$ cat src/rtl/axi4_slave_wbm_bridge_if.sv
// Bus bundle for the AXI4-to-Wishbone bridge: the AXI4 responder channels
// plus the classic Wishbone master signals. The "slave" modport is the
// bridge's own view (AXI responder, Wishbone initiator); the "master"
// modport is the view of the environment around it.
interface axi4_slave_wbm_bridge_if #(
    parameter int ADDR_W = 32,
    parameter int ID_W   = 1,
    parameter int WB_AW  = 30
);
    logic              s_axi_awvalid;
    logic [ID_W-1:0]   s_axi_awid;
    logic [ADDR_W-1:0] s_axi_awaddr;
    logic [7:0]        s_axi_awlen;
    logic [1:0]        s_axi_awburst;
    logic              s_axi_awready;
    logic              s_axi_wvalid;
    logic [31:0]       s_axi_wdata;
    logic [3:0]        s_axi_wstrb;
    logic              s_axi_wlast;
    logic              s_axi_wready;
    logic              s_axi_bvalid;
    logic [ID_W-1:0]   s_axi_bid;
    logic [1:0]        s_axi_bresp;
    logic              s_axi_bready;
    logic              s_axi_arvalid;
    logic [ID_W-1:0]   s_axi_arid;
    logic [ADDR_W-1:0] s_axi_araddr;
    logic [7:0]        s_axi_arlen;
    logic [1:0]        s_axi_arburst;
    logic              s_axi_arready;
    logic              s_axi_rvalid;
    logic [ID_W-1:0]   s_axi_rid;
    logic [31:0]       s_axi_rdata;
    logic [1:0]        s_axi_rresp;
    logic              s_axi_rlast;
    logic              s_axi_rready;
    logic              wb_cyc_o;
    logic              wb_stb_o;
    logic              wb_we_o;
    logic [WB_AW-1:0]  wb_adr_o;
    logic [31:0]       wb_dat_o;
    logic [3:0]        wb_sel_o;
    logic [31:0]       wb_dat_i;
    logic              wb_ack_i;
    logic              wb_err_i;

    modport slave (
        input  s_axi_awvalid, s_axi_awid, s_axi_awaddr, s_axi_awlen, s_axi_awburst,
        output s_axi_awready,
        input  s_axi_wvalid, s_axi_wdata, s_axi_wstrb, s_axi_wlast,
        output s_axi_wready,
        output s_axi_bvalid, s_axi_bid, s_axi_bresp,
        input  s_axi_bready,
        input  s_axi_arvalid, s_axi_arid, s_axi_araddr, s_axi_arlen, s_axi_arburst,
        output s_axi_arready,
        output s_axi_rvalid, s_axi_rid, s_axi_rdata, s_axi_rresp, s_axi_rlast,
        input  s_axi_rready,
        output wb_cyc_o, wb_stb_o, wb_we_o, wb_adr_o, wb_dat_o, wb_sel_o,
        input  wb_dat_i, wb_ack_i, wb_err_i
    );

    modport master (
        output s_axi_awvalid, s_axi_awid, s_axi_awaddr, s_axi_awlen, s_axi_awburst,
        input  s_axi_awready,
        output s_axi_wvalid, s_axi_wdata, s_axi_wstrb, s_axi_wlast,
        input  s_axi_wready,
        input  s_axi_bvalid, s_axi_bid, s_axi_bresp,
        output s_axi_bready,
        output s_axi_arvalid, s_axi_arid, s_axi_araddr, s_axi_arlen, s_axi_arburst,
        input  s_axi_arready,
        input  s_axi_rvalid, s_axi_rid, s_axi_rdata, s_axi_rresp, s_axi_rlast,
        output s_axi_rready,
        input  wb_cyc_o, wb_stb_o, wb_we_o, wb_adr_o, wb_dat_o, wb_sel_o,
        output wb_dat_i, wb_ack_i, wb_err_i
    );
endinterface

$ cat src/rtl/axi4_slave_wbm_bridge.sv
// AXI4 responder that replays each accepted burst beat-by-beat as classic
// Wishbone cycles. One transaction in flight; INCR and FIXED bursts (WRAP
// behaves as INCR). A stuck Wishbone slave is cut off after TIMEOUT cycles.
module axi4_slave_wbm_bridge #(
    parameter int ADDR_W  = 32,
    parameter int ID_W    = 1,
    parameter int WB_AW   = 30,
    parameter int TIMEOUT = 255
) (
    input logic                     clock,
    input logic                     reset_n,
    axi4_slave_wbm_bridge_if.slave  bus
);
    localparam int TW = (TIMEOUT < 2) ? 1 : $clog2(TIMEOUT + 1);

    typedef enum logic [2:0] {IDLE, WDAT, WBUS, BRESP, RBUS, RDAT} state_t;

    state_t           state_reg, state_next;
    logic [ID_W-1:0]  id_reg;
    logic [WB_AW-1:0] adr_reg;
    logic [7:0]       len_reg;
    logic [7:0]       beat_reg;
    logic             fixed_reg;
    logic             err_reg;
    logic [31:0]      dat_reg;
    logic [3:0]       sel_reg;
    logic [31:0]      rdata_reg;
    logic [1:0]       rresp_reg;
    logic             aw_pri_reg;   // 0: read wins a tie, 1: write wins
    logic [TW-1:0]    tmo_reg;

    logic grant_ar, grant_aw, tmo_hit, bus_fail, bus_done, is_last;
    logic unused_addr_bits;

    assign unused_addr_bits = ^{bus.s_axi_awaddr[1:0], bus.s_axi_araddr[1:0]};

    assign grant_ar = bus.s_axi_arvalid & (~bus.s_axi_awvalid | ~aw_pri_reg);
    assign grant_aw = bus.s_axi_awvalid & ~grant_ar;
    assign is_last  = (beat_reg == len_reg);

    generate
        if (TIMEOUT == 0) begin : g_no_tmo
            assign tmo_hit = 1'b0;
        end else begin : g_tmo
            assign tmo_hit = (tmo_reg == TW'(TIMEOUT - 1));
        end
    endgenerate

    // Error (or timeout) takes precedence over a simultaneous ack.
    assign bus_fail = bus.wb_err_i | tmo_hit;
    assign bus_done = bus.wb_ack_i | bus_fail;

    // State register; reset abandons any burst without a response.
    always_ff @(posedge clock or negedge reset_n) begin
        if (!reset_n) state_reg <= IDLE;
        else          state_reg <= state_next;
    end

    // Next-state decode.
    always_comb begin
        state_next = state_reg;
        case (state_reg)
            IDLE:    if (grant_ar) state_next = RBUS;
                     else if (grant_aw) state_next = WDAT;
            WDAT:    if (bus.s_axi_wvalid) state_next = WBUS;
            WBUS:    if (bus_done) state_next = is_last ? BRESP : WDAT;
            BRESP:   if (bus.s_axi_bready) state_next = IDLE;
            RBUS:    if (bus_done) state_next = RDAT;
            RDAT:    if (bus.s_axi_rready) state_next = is_last ? IDLE : RBUS;
            default: state_next = IDLE;
        endcase
    end

    // Bus outputs decoded from state and the latched transaction fields.
    always_comb begin
        bus.s_axi_awready = (state_reg == IDLE) & grant_aw;
        bus.s_axi_arready = (state_reg == IDLE) & grant_ar;
        bus.s_axi_wready  = (state_reg == WDAT);
        bus.s_axi_bvalid  = (state_reg == BRESP);
        bus.s_axi_bid     = id_reg;
        bus.s_axi_bresp   = {err_reg, 1'b0};
        bus.s_axi_rvalid  = (state_reg == RDAT);
        bus.s_axi_rid     = id_reg;
        bus.s_axi_rdata   = rdata_reg;
        bus.s_axi_rresp   = rresp_reg;
        bus.s_axi_rlast   = (state_reg == RDAT) & is_last;
        bus.wb_cyc_o      = (state_reg == WBUS) | (state_reg == RBUS);
        bus.wb_stb_o      = (state_reg == WBUS) | (state_reg == RBUS);
        bus.wb_we_o       = (state_reg == WBUS);
        bus.wb_adr_o      = adr_reg;
        bus.wb_dat_o      = dat_reg;
        bus.wb_sel_o      = (state_reg == RBUS) ? 4'hF : sel_reg;
    end

    // Transaction datapath: address/beat tracking, write data, read capture.
    always_ff @(posedge clock or negedge reset_n) begin
        if (!reset_n) begin
            id_reg     <= '0;
            adr_reg    <= '0;
            len_reg    <= '0;
            beat_reg   <= '0;
            fixed_reg  <= 1'b0;
            err_reg    <= 1'b0;
            dat_reg    <= '0;
            sel_reg    <= '0;
            rdata_reg  <= '0;
            rresp_reg  <= '0;
            aw_pri_reg <= 1'b0;
            tmo_reg    <= '0;
        end else begin
            case (state_reg)
                IDLE: begin
                    tmo_reg <= '0;
                    if (grant_ar) begin
                        id_reg     <= bus.s_axi_arid;
                        adr_reg    <= bus.s_axi_araddr[WB_AW+1:2];
                        len_reg    <= bus.s_axi_arlen;
                        fixed_reg  <= (bus.s_axi_arburst == 2'b00);
                        beat_reg   <= '0;
                        err_reg    <= 1'b0;
                        aw_pri_reg <= ~aw_pri_reg;
                    end else if (grant_aw) begin
                        id_reg     <= bus.s_axi_awid;
                        adr_reg    <= bus.s_axi_awaddr[WB_AW+1:2];
                        len_reg    <= bus.s_axi_awlen;
                        fixed_reg  <= (bus.s_axi_awburst == 2'b00);
                        beat_reg   <= '0;
                        err_reg    <= 1'b0;
                        aw_pri_reg <= ~aw_pri_reg;
                    end
                end
                WDAT: begin
                    tmo_reg <= '0;
                    if (bus.s_axi_wvalid) begin
                        dat_reg <= bus.s_axi_wdata;
                        sel_reg <= bus.s_axi_wstrb;
                        if (bus.s_axi_wlast != is_last) err_reg <= 1'b1;
                    end
                end
                WBUS: begin
                    if (bus_done) begin
                        if (bus_fail) err_reg <= 1'b1;
                        if (!is_last) begin
                            beat_reg <= beat_reg + 8'd1;
                            if (!fixed_reg) adr_reg <= adr_reg + WB_AW'(1);
                        end
                    end else begin
                        tmo_reg <= tmo_reg + TW'(1);
                    end
                end
                RBUS: begin
                    if (bus_fail) begin
                        rdata_reg <= '0;
                        rresp_reg <= 2'b10;
                    end else if (bus.wb_ack_i) begin
                        rdata_reg <= bus.wb_dat_i;
                        rresp_reg <= 2'b00;
                    end else begin
                        tmo_reg <= tmo_reg + TW'(1);
                    end
                end
                RDAT: begin
                    tmo_reg <= '0;
                    if (bus.s_axi_rready && !is_last) begin
                        beat_reg <= beat_reg + 8'd1;
                        if (!fixed_reg) adr_reg <= adr_reg + WB_AW'(1);
                    end
                end
                default: tmo_reg <= '0;
            endcase
        end
    end
endmodule

$ cat src/flat_wrapper.sv
// flat-port wrapper written by rule: the top's interface ports become plain ports
module axi4_slave_wbm_bridge_flat 
#(
    parameter int ADDR_W  = 32,
    parameter int ID_W    = 1,
    parameter int WB_AW   = 30,
    parameter int TIMEOUT = 255
)
  (clock, reset_n, bus_s_axi_awvalid, bus_s_axi_awid, bus_s_axi_awaddr, bus_s_axi_awlen, bus_s_axi_awburst, bus_s_axi_awready, bus_s_axi_wvalid, bus_s_axi_wdata, bus_s_axi_wstrb, bus_s_axi_wlast, bus_s_axi_wready, bus_s_axi_bvalid, bus_s_axi_bid, bus_s_axi_bresp, bus_s_axi_bready, bus_s_axi_arvalid, bus_s_axi_arid, bus_s_axi_araddr, bus_s_axi_arlen, bus_s_axi_arburst, bus_s_axi_arready, bus_s_axi_rvalid, bus_s_axi_rid, bus_s_axi_rdata, bus_s_axi_rresp, bus_s_axi_rlast, bus_s_axi_rready, bus_wb_cyc_o, bus_wb_stb_o, bus_wb_we_o, bus_wb_adr_o, bus_wb_dat_o, bus_wb_sel_o, bus_wb_dat_i, bus_wb_ack_i, bus_wb_err_i);
  axi4_slave_wbm_bridge_if #(.ADDR_W(ADDR_W), .ID_W(ID_W), .WB_AW(WB_AW)) bus_i ();
  input logic clock;
  input logic reset_n;
  input wire logic [$bits(bus_i.s_axi_awvalid)-1:0] bus_s_axi_awvalid;
  input wire logic [$bits(bus_i.s_axi_awid)-1:0] bus_s_axi_awid;
  input wire logic [$bits(bus_i.s_axi_awaddr)-1:0] bus_s_axi_awaddr;
  input wire logic [$bits(bus_i.s_axi_awlen)-1:0] bus_s_axi_awlen;
  input wire logic [$bits(bus_i.s_axi_awburst)-1:0] bus_s_axi_awburst;
  output wire logic [$bits(bus_i.s_axi_awready)-1:0] bus_s_axi_awready;
  input wire logic [$bits(bus_i.s_axi_wvalid)-1:0] bus_s_axi_wvalid;
  input wire logic [$bits(bus_i.s_axi_wdata)-1:0] bus_s_axi_wdata;
  input wire logic [$bits(bus_i.s_axi_wstrb)-1:0] bus_s_axi_wstrb;
  input wire logic [$bits(bus_i.s_axi_wlast)-1:0] bus_s_axi_wlast;
  output wire logic [$bits(bus_i.s_axi_wready)-1:0] bus_s_axi_wready;
  output wire logic [$bits(bus_i.s_axi_bvalid)-1:0] bus_s_axi_bvalid;
  output wire logic [$bits(bus_i.s_axi_bid)-1:0] bus_s_axi_bid;
  output wire logic [$bits(bus_i.s_axi_bresp)-1:0] bus_s_axi_bresp;
  input wire logic [$bits(bus_i.s_axi_bready)-1:0] bus_s_axi_bready;
  input wire logic [$bits(bus_i.s_axi_arvalid)-1:0] bus_s_axi_arvalid;
  input wire logic [$bits(bus_i.s_axi_arid)-1:0] bus_s_axi_arid;
  input wire logic [$bits(bus_i.s_axi_araddr)-1:0] bus_s_axi_araddr;
  input wire logic [$bits(bus_i.s_axi_arlen)-1:0] bus_s_axi_arlen;
  input wire logic [$bits(bus_i.s_axi_arburst)-1:0] bus_s_axi_arburst;
  output wire logic [$bits(bus_i.s_axi_arready)-1:0] bus_s_axi_arready;
  output wire logic [$bits(bus_i.s_axi_rvalid)-1:0] bus_s_axi_rvalid;
  output wire logic [$bits(bus_i.s_axi_rid)-1:0] bus_s_axi_rid;
  output wire logic [$bits(bus_i.s_axi_rdata)-1:0] bus_s_axi_rdata;
  output wire logic [$bits(bus_i.s_axi_rresp)-1:0] bus_s_axi_rresp;
  output wire logic [$bits(bus_i.s_axi_rlast)-1:0] bus_s_axi_rlast;
  input wire logic [$bits(bus_i.s_axi_rready)-1:0] bus_s_axi_rready;
  output wire logic [$bits(bus_i.wb_cyc_o)-1:0] bus_wb_cyc_o;
  output wire logic [$bits(bus_i.wb_stb_o)-1:0] bus_wb_stb_o;
  output wire logic [$bits(bus_i.wb_we_o)-1:0] bus_wb_we_o;
  output wire logic [$bits(bus_i.wb_adr_o)-1:0] bus_wb_adr_o;
  output wire logic [$bits(bus_i.wb_dat_o)-1:0] bus_wb_dat_o;
  output wire logic [$bits(bus_i.wb_sel_o)-1:0] bus_wb_sel_o;
  input wire logic [$bits(bus_i.wb_dat_i)-1:0] bus_wb_dat_i;
  input wire logic [$bits(bus_i.wb_ack_i)-1:0] bus_wb_ack_i;
  input wire logic [$bits(bus_i.wb_err_i)-1:0] bus_wb_err_i;
  assign bus_i.s_axi_awvalid = bus_s_axi_awvalid;
  assign bus_i.s_axi_awid = bus_s_axi_awid;
  assign bus_i.s_axi_awaddr = bus_s_axi_awaddr;
  assign bus_i.s_axi_awlen = bus_s_axi_awlen;
  assign bus_i.s_axi_awburst = bus_s_axi_awburst;
  assign bus_s_axi_awready = bus_i.s_axi_awready;
  assign bus_i.s_axi_wvalid = bus_s_axi_wvalid;
  assign bus_i.s_axi_wdata = bus_s_axi_wdata;
  assign bus_i.s_axi_wstrb = bus_s_axi_wstrb;
  assign bus_i.s_axi_wlast = bus_s_axi_wlast;
  assign bus_s_axi_wready = bus_i.s_axi_wready;
  assign bus_s_axi_bvalid = bus_i.s_axi_bvalid;
  assign bus_s_axi_bid = bus_i.s_axi_bid;
  assign bus_s_axi_bresp = bus_i.s_axi_bresp;
  assign bus_i.s_axi_bready = bus_s_axi_bready;
  assign bus_i.s_axi_arvalid = bus_s_axi_arvalid;
  assign bus_i.s_axi_arid = bus_s_axi_arid;
  assign bus_i.s_axi_araddr = bus_s_axi_araddr;
  assign bus_i.s_axi_arlen = bus_s_axi_arlen;
  assign bus_i.s_axi_arburst = bus_s_axi_arburst;
  assign bus_s_axi_arready = bus_i.s_axi_arready;
  assign bus_s_axi_rvalid = bus_i.s_axi_rvalid;
  assign bus_s_axi_rid = bus_i.s_axi_rid;
  assign bus_s_axi_rdata = bus_i.s_axi_rdata;
  assign bus_s_axi_rresp = bus_i.s_axi_rresp;
  assign bus_s_axi_rlast = bus_i.s_axi_rlast;
  assign bus_i.s_axi_rready = bus_s_axi_rready;
  assign bus_wb_cyc_o = bus_i.wb_cyc_o;
  assign bus_wb_stb_o = bus_i.wb_stb_o;
  assign bus_wb_we_o = bus_i.wb_we_o;
  assign bus_wb_adr_o = bus_i.wb_adr_o;
  assign bus_wb_dat_o = bus_i.wb_dat_o;
  assign bus_wb_sel_o = bus_i.wb_sel_o;
  assign bus_i.wb_dat_i = bus_wb_dat_i;
  assign bus_i.wb_ack_i = bus_wb_ack_i;
  assign bus_i.wb_err_i = bus_wb_err_i;
  axi4_slave_wbm_bridge #(.ADDR_W(ADDR_W), .ID_W(ID_W), .WB_AW(WB_AW), .TIMEOUT(TIMEOUT)) u_core (.clock(clock), .reset_n(reset_n), .bus(bus_i));
endmodule
$ cat config.mk
export PLATFORM = sky130hd
export DESIGN_NAME = axi4_slave_wbm_bridge_flat
export DESIGN_NICKNAME = d
export VERILOG_FILES = /design/src/rtl/axi4_slave_wbm_bridge_if.sv /design/src/rtl/axi4_slave_wbm_bridge.sv /design/src/flat_wrapper.sv
export SDC_FILE = /design/constraint.sdc
export NUM_CORES = 1
export LEC_CHECK = 0
export ABC_AREA = 1
export BUFFER_PORTS_ARGS = -buffer_cell sky130_fd_sc_hd__buf_4
export CAP_MARGIN = 20
export CORE_MARGIN = 2
export CORE_UTILIZATION = 30
export CTS_CLUSTER_SIZE = 16
export DETAILED_ROUTE_END_ITERATION = 10
export SYNTH_ARGS = -nofsm -noshare
export SYNTH_HDL_FRONTEND = slang
export SYNTH_SLANG_ARGS = --single-unit
$ cat constraint.sdc
create_clock -name clock -period 5.3 [get_ports clock]
set_clock_uncertainty 0.2 [all_clocks]
set_input_delay 0.53 -clock clock [delete_from_list [all_inputs] [get_ports clock]]
set_output_delay 0.53 -clock clock [all_outputs]
set_load 0.01 [all_outputs]
==> flow_summary.yaml, run 1 <==
outcome:
  status: "complete, no violations"
cts:
  cts_buffer_depth: 2
  clock-sinks: 130
  cts_setup_buffers: 0
  cts_root_buf: "clkbuf_16"
  cts_tree: "yes"
  path_clk_slew_ns: 0.07
  clock_latency_ns: 0.42
  cts_resized: 0
  cts_max_level: 4
  cts_inserted_buffers: 17
  ctsHoldBuffers: 0
finish:
  syn_to_final_growth_pct: 39.24
  n_antenna_cell: 0
  utilization_pct: 42.58
  multi_input_area_mm2: 0.003446
  fillers: 2497
  drive_gt1_share_pct: 26.96
  seq_area_mm2: 0.003253
  final_cells: 1595
  fin_area_mm2: 0.01002
  fin_nets: 1431
worst_setup_path:
  path_depth: 9
  crit_type: "reg -> reg"
  crit_chain: "inv_1, nor2_4, inv_2, nand2_4, inv_2, nor2_4, nor2_4, nand2_1, nand2_1"
  cp_num_buf_inv: 3
  cp.arrival_ns: 2.99
  worstPathRequired_ns: 5.46
  worstPathMaxFanout: 40
  r2r_cells: 9
  slowest_stage: "nor2_4"
  slowest_delay_ns: 0.62
  endpoint_kind: "register"
  crit_top_cell: "nor2_4"
  cpLargestDelayFamily: "simple AND/OR/NAND/NOR gates"
  startpoint_type: "register"
yosys:
  synthCells: 1012
  syn_avg_cell_area_um2: 7.114
  yosysUniqueCellTypes: 38
  yosysWarnings: 0
  ys_ff_latch: 130
  yosys.area.top_type: "dfrtp_1"
  synth_area_mm2: 0.007199
  synth_area_leaders: "dfrtp_1 (45%), nand2_1 (22%), o21ai_0 (7.4%), nor2_1 (5.6%), inv_1 (2.6%)"
  yosysSeqAreaShare_pct: 45.19
  synth_top_cell_area_share_pct: 45.19
  synth_edf_count: 0
  synthArstFlopShare_pct: 100.0
  synthFlopType: "dfrtp_1"
  synth_commonest_cells: "nand2_1 (422), dfrtp_1 (130), nor2_1 (108)"
  synth.most_common_cell: "nand2_1"
drt:
  wl_per_cell_um: 14.00
  vias: 7359
  viasPerCell: 4.614
  firstDrtPassIters: 5
  routed_wirelength_um: 22340
  drtAntennaViolNets: 0
  drc: 0
  drt_iter0_drc: 411
grt:
  grt_pass1_wl_um: 37030
  grt-ovfl-total: 0
  grt_max_degree: 96
  antenna_found_initial: 0
  grt_pass1_vias: 7206
  grt_usage_pct: 17.93
sta:
  fmax_mhz: 352.8
  tightest_slew_ns: 1.003
  hold_viol: 0
  rsz0062_at_grt: "no"
  tns_ns: 0
  finalSetupViolations: 0
  layout_min_cycle_time_ns: 2.835
  maxSlewViolCount: 0
  fin_crit_sh_pct: 53.49
  relSlewSlack_pct: 32.74
worst_hold_path:
  hold_class: "in -> async"
place:
  io_buffers: 270
  gp_congestion: 0.8933
  hpwlAfterDp_um: 15770
  dp_cells: 1562
  placed_cell_area_mm2: 0.009392
power:
  power_density_mw_per_mm2: 552.5
  vdd_drop_max_uv: 266.2
  p_leak_nw: 5.086
floorplanning:
  start_util_pct: 30.58
  die_h_um: 158.9
  rows: 56
  pin_count: 277
  die_area_mm2: 0.02525
  die_width_um: 158.9
  core-area_mm2: 0.02354
job:
  cap_violations: 0
==> logic make-up (layout without fill, tap and decap cells) <==
family          after synthesis  after routing  share of synthesized area, %
simple gates                610            610                         34.55
fa+ha+maj                     4              4                        0.6952
xor+xnor                     14             14                         1.703
buf+inv                     105            368                         7.073
flops                       130            130                         45.19
other cells                   1              2                       0.05209
compound gates              148            148                         10.74
==> layout by cell type (no fill, tap or decap), types with 2 or more instances in the layout <==
cell type / n
nand2_1: 421
buf_4: 274
dfrtp_1: 130
nor2_1: 107
o21ai_0: 106
inv_1: 50
nand3_1: 32
clkbuf_16: 17
o21ai_1: 15
nor3_1: 11
a21oi_1: 11
inv_2: 9
o22ai_1: 9
or2_2: 8
xnor2_1: 7
xor2_1: 7
nand4_1: 6
clkinv_8: 6
nor2_4: 5
nand2_2: 5
nand3b_1: 5
inv_8: 5
nor2_2: 4
ha_1: 4
o31ai_1: 2
conb_1: 2
inv_6: 2
==> area by class of cell <==
type / count / area share [%]
clock buffer: 17 / 4.244
multi-input combinational: 778 / 34.37
sequential: 130 / 32.45
timing repair buffer: 276 / 20.83
tap: 319 / 3.982
clock inverter: 15 / 1.872
inverter: 60 / 2.247
==> path summary, 6_finish.rpt <==
path / from / endpoint / slack [ns]
worst max-delay path: u_core.state_reg[1]$_DFFE_PN0P_ / u_core.bus.wb_adr_o[23]$_DFFE_PN0P_ / 2.47
worst min-delay path: reset_n / u_core.bus.wb_adr_o[10]$_DFFE_PN0P_ / 0.008
worst max register to register: u_core.state_reg[1]$_DFFE_PN0P_ / u_core.bus.wb_adr_o[23]$_DFFE_PN0P_ / 2.47
worst min register to register: u_core.sel_reg[0]$_DFFE_PN0P_ / u_core.sel_reg[0]$_DFFE_PN0P_ / 0.27
max in group asynchronous: reset_n / u_core.state_reg[2]$_DFFE_PN0P_ / 3.81
min in group clock: bus_s_axi_wdata[6] / u_core.bus.wb_dat_o[6]$_DFFE_PN0P_ / 0.10
==> per-layer routing <==
layer	part of all wire, %	global-route usage (%)	vias to the layer above
met5	0	0	-
met4	1.7	4.959	0
met3	7.2	5.381	26
met2	48	29.77	234
met1	44	22.73	3393
li1	-	-	3706
==> metrics by stage <==
step | total power [mW] | hold slack [ns] | setup slack, ns
floorplan | 3.319 | 0.03441 | 3.156
global placement | 4.330 | 0.2475 | 2.456
detailed placement | 4.369 | 0.2516 | 2.436
CTS | 5.607 | 0.05723 | 2.401
global route | 6.037 | 0.08107 | 2.168
finish | 5.539 | 0.007517 | 2.465
==> report_power, final <==
| part | switching [mW] | internal (mW) | leakage (nW) |
|---|---|---|---|
| clock network | 0.569 | 0.642 | 0.294 |
| logic | 1.48 | 1.06 | 3.13 |
| registers | 0.371 | 1.41 | 1.66 |
No activity file was read; power rests on OpenSTA's default activity.
==> inputs of run 2 (changes only) <==
==> constraint.sdc (replaced) <==
create_clock -name clock -period 2.81 [get_ports clock]
set_clock_uncertainty 0.2 [all_clocks]
set_input_delay 0.281 -clock clock [delete_from_list [all_inputs] [get_ports clock]]
set_output_delay 0.281 -clock clock [all_outputs]
set_load 0.01 [all_outputs]
==> run 2 against run 1 <==
  * Cell count grew 6.2%
  * Largest cell class unchanged
  * Power grew 95%
  * Critical path depth is the same
  * Register-to-register slack lost 2.2 ns
  * Core utilization grew 4.2 points
  * Sequential power grew 88%
  * Via count grew 5.3%
  * Worst setup slack lost 2.2 ns
  * Die area is the same
  * Largest power group unchanged
==> flow_summary.yaml, run 2 (synthesis gave the netlist of run 1 again) <==
outcome:
  status: "complete, no violations"
worst_setup_path:
  crit_type: "reg -> reg"
  setup.worst_path.start: "u_core.state_reg[0]$_DFFE_PN0P_"
  slowest_delay_ns: 0.58
  worstPathRequired_ns: 2.96
  startpoint_type: "register"
  cp_num_buf_inv: 2
  worst_r2r_startpoint: "u_core.state_reg[0]$_DFFE_PN0P_"
  worstPathMaxFanout: 17
  endpoint_kind: "register"
  cpLargestDelayFamily: "simple AND/OR/NAND/NOR gates"
  cp.arrival_ns: 2.71
  slowest_stage: "dlygate4sd3_1"
  crit_chain: "inv_1, nor2_2, nand2_1, nor2_2, o21ai_2, nor2_4, o21ai_0, o21ai_0, dlygate4sd3_1"
cts:
  clock-sinks: 130
  cts_tree: "yes"
  cts_root_buf: "clkbuf_16"
  cts_buffer_depth: 2
  path_clk_slew_ns: 0.07
  clock_latency_ns: 0.42
  cts_max_level: 4
  cts_inserted_buffers: 17
finish:
  final_cells: 1694
  fin_nets: 1530
  final_common_cell: "nand2_1"
  utilization_pct: 46.82
  fillers: 2348
  drive_gt1_share_pct: 25.53
  syn_to_final_growth_pct: 53.09
  final_cell_mix: "nand2_1 (421), buf_4 (280), dfrtp_1 (130)"
  fin_area_mm2: 0.01102
  n_antenna_cell: 0
floorplanning:
  start_util_pct: 30.58
  die_width_um: 158.9
  die_area_mm2: 0.02525
  die_h_um: 158.9
  rows: 56
  pin_count: 277
  core-area_mm2: 0.02354
worst_hold_path:
  hp-start: "bus_s_axi_awaddr[29]"
  hold_class: "in -> reg"
drt:
  routed_wirelength_um: 23740
  drtAntennaViolNets: 0
  viasPerCell: 4.574
  drt_iter0_drc: 346
  vias: 7748
  wl_per_cell_um: 14.01
  firstDrtPassIters: 5
  drc: 0
power:
  p_int_mw: 6.148
  p_sw_share_pct: 43.15
  pwr-share-comb_pct: 47.7
  pwr-share-clk_pct: 21.1
  switchingPower_mw: 4.666
  p_seq_share_pct: 31.2
  p_leak_nw: 5.523
  fin_total_pwr_mw: 10.81
  vdd_drop_max_uv: 540.3
  power_density_mw_per_mm2: 981.2
sta:
  tightest_slew_ns: 0.8037
  fmax_mhz: 391.4
  relSlewSlack_pct: 46.29
  rsz0062_at_grt: "no"
  holdWs_ns: 0.01724
  tns_ns: 0
  fin_crit_sh_pct: 90.92
  finalSetupViolations: 0
  hold_viol: 0
  setup_slack_ns: 0.2553
  maxSlewViolCount: 0
  layout_min_cycle_time_ns: 2.555
grt:
  grt-ovfl-total: 0
  grt_max_degree: 67
  grt_usage_pct: 18.84
  grt_pass1_wl_um: 39130
  grt_pass1_vias: 7695
  antenna_found_initial: 0
place:
  gp_congestion: 0.9156
  placed_cell_area_mm2: 0.009477
  pre_cts_ws_ns: 0.4537
  dp_cells: 1570
  io_buffers: 270
  hpwlAfterDp_um: 16280
job:
  cap_violations: 0
run 2: changes by cell type in the layout (fill, tap and decap cells not counted), moves of 2 or more:
cell and change:
dlygate4sd3_1 +92, buf_4 +6, inv_6 +2, inv_8 -2
run 2: final timing paths:
kind | cells past startpoint | to | slack (ns)
min reg2reg | 2 | u_core.sel_reg[3]$_DFFE_PN0P_ | 0.27
min in group asynchronous | 2 | u_core.bus.wb_adr_o[17]$_DFFE_PN0P_ | 0.22
max reg2reg | 9 | u_core.len_reg[2]$_DFFE_PN0P_ | 0.26
min | 5 | u_core.bus.wb_adr_o[27]$_DFFE_PN0P_ | 0.02
max | 9 | u_core.len_reg[2]$_DFFE_PN0P_ | 0.26
max in group asynchronous | 3 | u_core.bus.wb_dat_o[20]$_DFFE_PN0P_ | 1.50
run 2: what timing repair did:
item / 4_1_cts / 5_1_grt
hold endpoints to repair: 134 / 0
setup buffers: 0 / 0
hold buffers: 92 / 0
resized for setup: 0 / 0
run 2: per-layer routing:
layer	track usage [%]	vias up	share of wire [%]
met4	5.702	0	1.9
li1	-	3905	-
met3	5.094	34	6.0
met2	32.16	236	48
met5	0	-	0
met1	23.34	3573	44
run 2: final cells by class:
| type | instances | area, um2 | share of cell area [%] |
|---|---|---|---|
| inverters | 60 | 225.2 | 2.043 |
| multi-input cells | 778 | 3446 | 31.26 |
| clock inverters | 15 | 198.9 | 1.805 |
| well taps | 319 | 399.1 | 3.621 |
| clock buffers | 17 | 425.4 | 3.860 |
| repair buffers | 375 | 3074 | 27.89 |
| flip-flops and latches | 130 | 3253 | 29.52 |
run 2: power groups by stage:
stage | clock network, mW | registers [mW] | logic (mW)
after floorplan | 0 | 3.52 | 2.74
final | 2.28 | 3.37 | 5.16
after detailed placement | 0 | 3.38 | 4.92
after global routing | 2.44 | 3.50 | 5.77
after CTS | 2.35 | 3.37 | 5.18
after global placement | 0 | 3.36 | 4.85
run 2: worst register-to-register path, stage by stage (launching register included):
cell           delay [ns]
dfrtp_1              0.40
inv_1                0.09
nor2_2               0.12
nand2_1              0.14
nor2_2               0.20
o21ai_2              0.14
nor2_4               0.31
o21ai_0              0.14
o21ai_0              0.18
dlygate4sd3_1        0.58
==> inputs of run 3 (changes only) <==
--- a/config.mk
+++ b/config.mk
@@ -6,9 +6,8 @@
 export NUM_CORES = 1
 export LEC_CHECK = 0
 export ABC_AREA = 1
-export BUFFER_PORTS_ARGS = -buffer_cell sky130_fd_sc_hd__buf_4
+export BUFFER_PORTS_ARGS = -buffer_cell sky130_fd_sc_hd__clkbuf_2
 export CAP_MARGIN = 20
-export CORE_MARGIN = 2
 export CORE_UTILIZATION = 30
 export CTS_CLUSTER_SIZE = 16
 export DETAILED_ROUTE_END_ITERATION = 10
==> run 3 against run 2 <==
  * Core utilization down 2.8 points
  * Die area fell by 2.5%
  * Combinational power is 8.1% lower
  * Wire length is 5.5% lower
  * Sequential power hardly changed
  * First-iteration DRC count rose by 12%
  * Sequential share of layout area grew 2.0 points
  * Via count down 0.22%
  * Cell area shrank 6.2%
  * Clock-buffer cell count unchanged
==> flow_summary.yaml, run 3 (synthesis gave the netlist of run 1 again) <==
power:
  pwr-share-clk_pct: 21.9
  vdd_drop_max_uv: 435.1
  switchingPower_mw: 4.560
  power_density_mw_per_mm2: 1004
  p_sw_share_pct: 43.93
  p_int_mw: 5.820
  p_leak_nw: 5.345
  p_seq_share_pct: 32.4
  pwr-share-comb_pct: 45.7
finish:
  drive_gt1_share_pct: 25.78
  syn_to_final_growth_pct: 43.60
  final_common_cell: "nand2_1"
  final_cell_mix: "nand2_1 (421), clkbuf_2 (269), dfrtp_1 (130)"
  fillers: 2386
  n_antenna_cell: 0
  fin_nets: 1532
  final_cells: 1696
cts:
  clock-sinks: 130
  clock_latency_ns: 0.42
  cts_resized: 0
  cts_buffer_depth: 2
  cts_max_level: 4
  cts_root_buf: "clkbuf_16"
  cts_tree: "yes"
  path_clk_slew_ns: 0.07
  cts_inserted_buffers: 17
grt:
  antenna_found_initial: 0
  grt_pass1_wl_um: 36250
  grt_max_degree: 67
  grt_pass1_vias: 7450
  grt_usage_pct: 18.62
  grt-ovfl-total: 0
sta:
  finalSetupViolations: 0
  holdWs_ns: 0.01345
  setup_slack_ns: 0.2336
  tns_ns: 0
  fin_crit_sh_pct: 91.69
  fmax_mhz: 388.1
  relSlewSlack_pct: 48.50
  rsz0062_at_grt: "no"
  layout_min_cycle_time_ns: 2.576
  hold_viol: 0
  tightest_slew_ns: 0.7706
  maxSlewViolCount: 0
floorplanning:
  pin_count: 277
  rows: 56
  die_area_mm2: 0.02462
  start_util_pct: 30.67
  core-area_mm2: 0.02347
  die_width_um: 156.9
  die_h_um: 156.9
worst_setup_path:
  endpoint_kind: "register"
  slowest_delay_ns: 0.56
  cp.arrival_ns: 2.74
  slowest_stage: "dlygate4sd3_1"
  cpLargestDelayFamily: "buffers and inverters"
  worstPathRequired_ns: 2.97
  crit_type: "reg -> reg"
  startpoint_type: "register"
  crit_chain: "inv_1, nor2_2, nand2_1, nor2_2, o21ai_2, nor2_4, buf_4, o21ai_0, o21ai_0, dlygate4sd3_1"
  cp_num_buf_inv: 3
  r2r_cells: 10
  path_depth: 10
  worstPathMaxFanout: 12
place:
  gp_congestion: 0.8871
  dp_cells: 1569
  io_buffers: 270
  hpwlAfterDp_um: 15380
  pre_cts_ws_ns: 0.4378
drt:
  wl_per_cell_um: 13.22
  drc: 0
  routed_wirelength_um: 22430
  vias: 7731
  drtAntennaViolNets: 0
  viasPerCell: 4.558
  drt_iter0_drc: 389
  firstDrtPassIters: 6
job:
  cap_violations: 0
outcome:
  status: "complete, no violations"
worst_hold_path:
  hold_class: "in -> reg"
  min_path_cells: 5
## run 3: metal layers
layer  vias to the layer above  part of all wire (%)  track usage (%)
met1                      3542                    44            22.54
met5                         -                     0                0
met4                         0                   2.3            6.863
li1                       3907                     -                -
met3                        36                   5.8            4.240
met2                       246                    48            32.13
## run 3: layout make-up
cell class	count	area, um2	area share (%)
clock buffer	17	425.4	4.115
tap	319	399.1	3.861
sequential	130	3253	31.47
multi-input combinational	778	3446	33.33
clock inverter	15	178.9	1.731
timing repair buffer	377	2411	23.32
inverter	60	225.2	2.178
## run 3: power by group through the flow
stage | Sequential, mW | Clock (mW) | Combinational [mW]
finish | 3.36 | 2.28 | 4.74
global route | 3.47 | 2.42 | 5.40
detailed placement | 3.36 | 0 | 4.43
global placement | 3.36 | 0 | 4.37
floorplan | 3.52 | 0 | 2.74
CTS | 3.35 | 2.34 | 4.69
## run 3: path summary, 6_finish.rpt
| path | startpoint | to | slack (ns) |
|---|---|---|---|
| hold / removal | bus_s_axi_awaddr[25] | u_core.bus.wb_adr_o[23]$_DFFE_PN0P_ | 0.01 |
| min in group asynchronous | reset_n | u_core.bus.wb_adr_o[14]$_DFFE_PN0P_ | 0.19 |
| setup / recovery | u_core.state_reg[0]$_DFFE_PN0P_ | u_core.len_reg[2]$_DFFE_PN0P_ | 0.23 |
| hold reg to reg | u_core.sel_reg[0]$_DFFE_PN0P_ | u_core.sel_reg[0]$_DFFE_PN0P_ | 0.26 |
| setup reg to reg | u_core.state_reg[0]$_DFFE_PN0P_ | u_core.len_reg[2]$_DFFE_PN0P_ | 0.23 |
| max in group asynchronous | reset_n | u_core.bus.s_axi_rdata[24]$_DFFE_PN0P_ | 1.49 |
## run 3: per-stage QoR
step | power (mW) | util [%] | instance area [um2]
after detailed placement | 7.798 | 37.47 | 8796
after global placement | 7.727 | 37.47 | 8796
after floorplan | 6.259 | - | 7203
final | 10.38 | 44.05 | 10340
after CTS | 10.38 | 43.89 | 10300
after global routing | 11.28 | 44.05 | 10340
## run 3: tightest hold or removal path: stages
cell	delay, ns
clkbuf_2	0.08
o21ai_0	0.08
nand2_1	0.07
nand2_1	0.05
nand2_1	0.04
## run 3: repair_timing
action                                  in CTS  in global routing
endpoints found under the setup margin       0                  1
hold endpoints to repair                   124                  0
hold buffers                                90                  0
buffers inserted                             0                  5
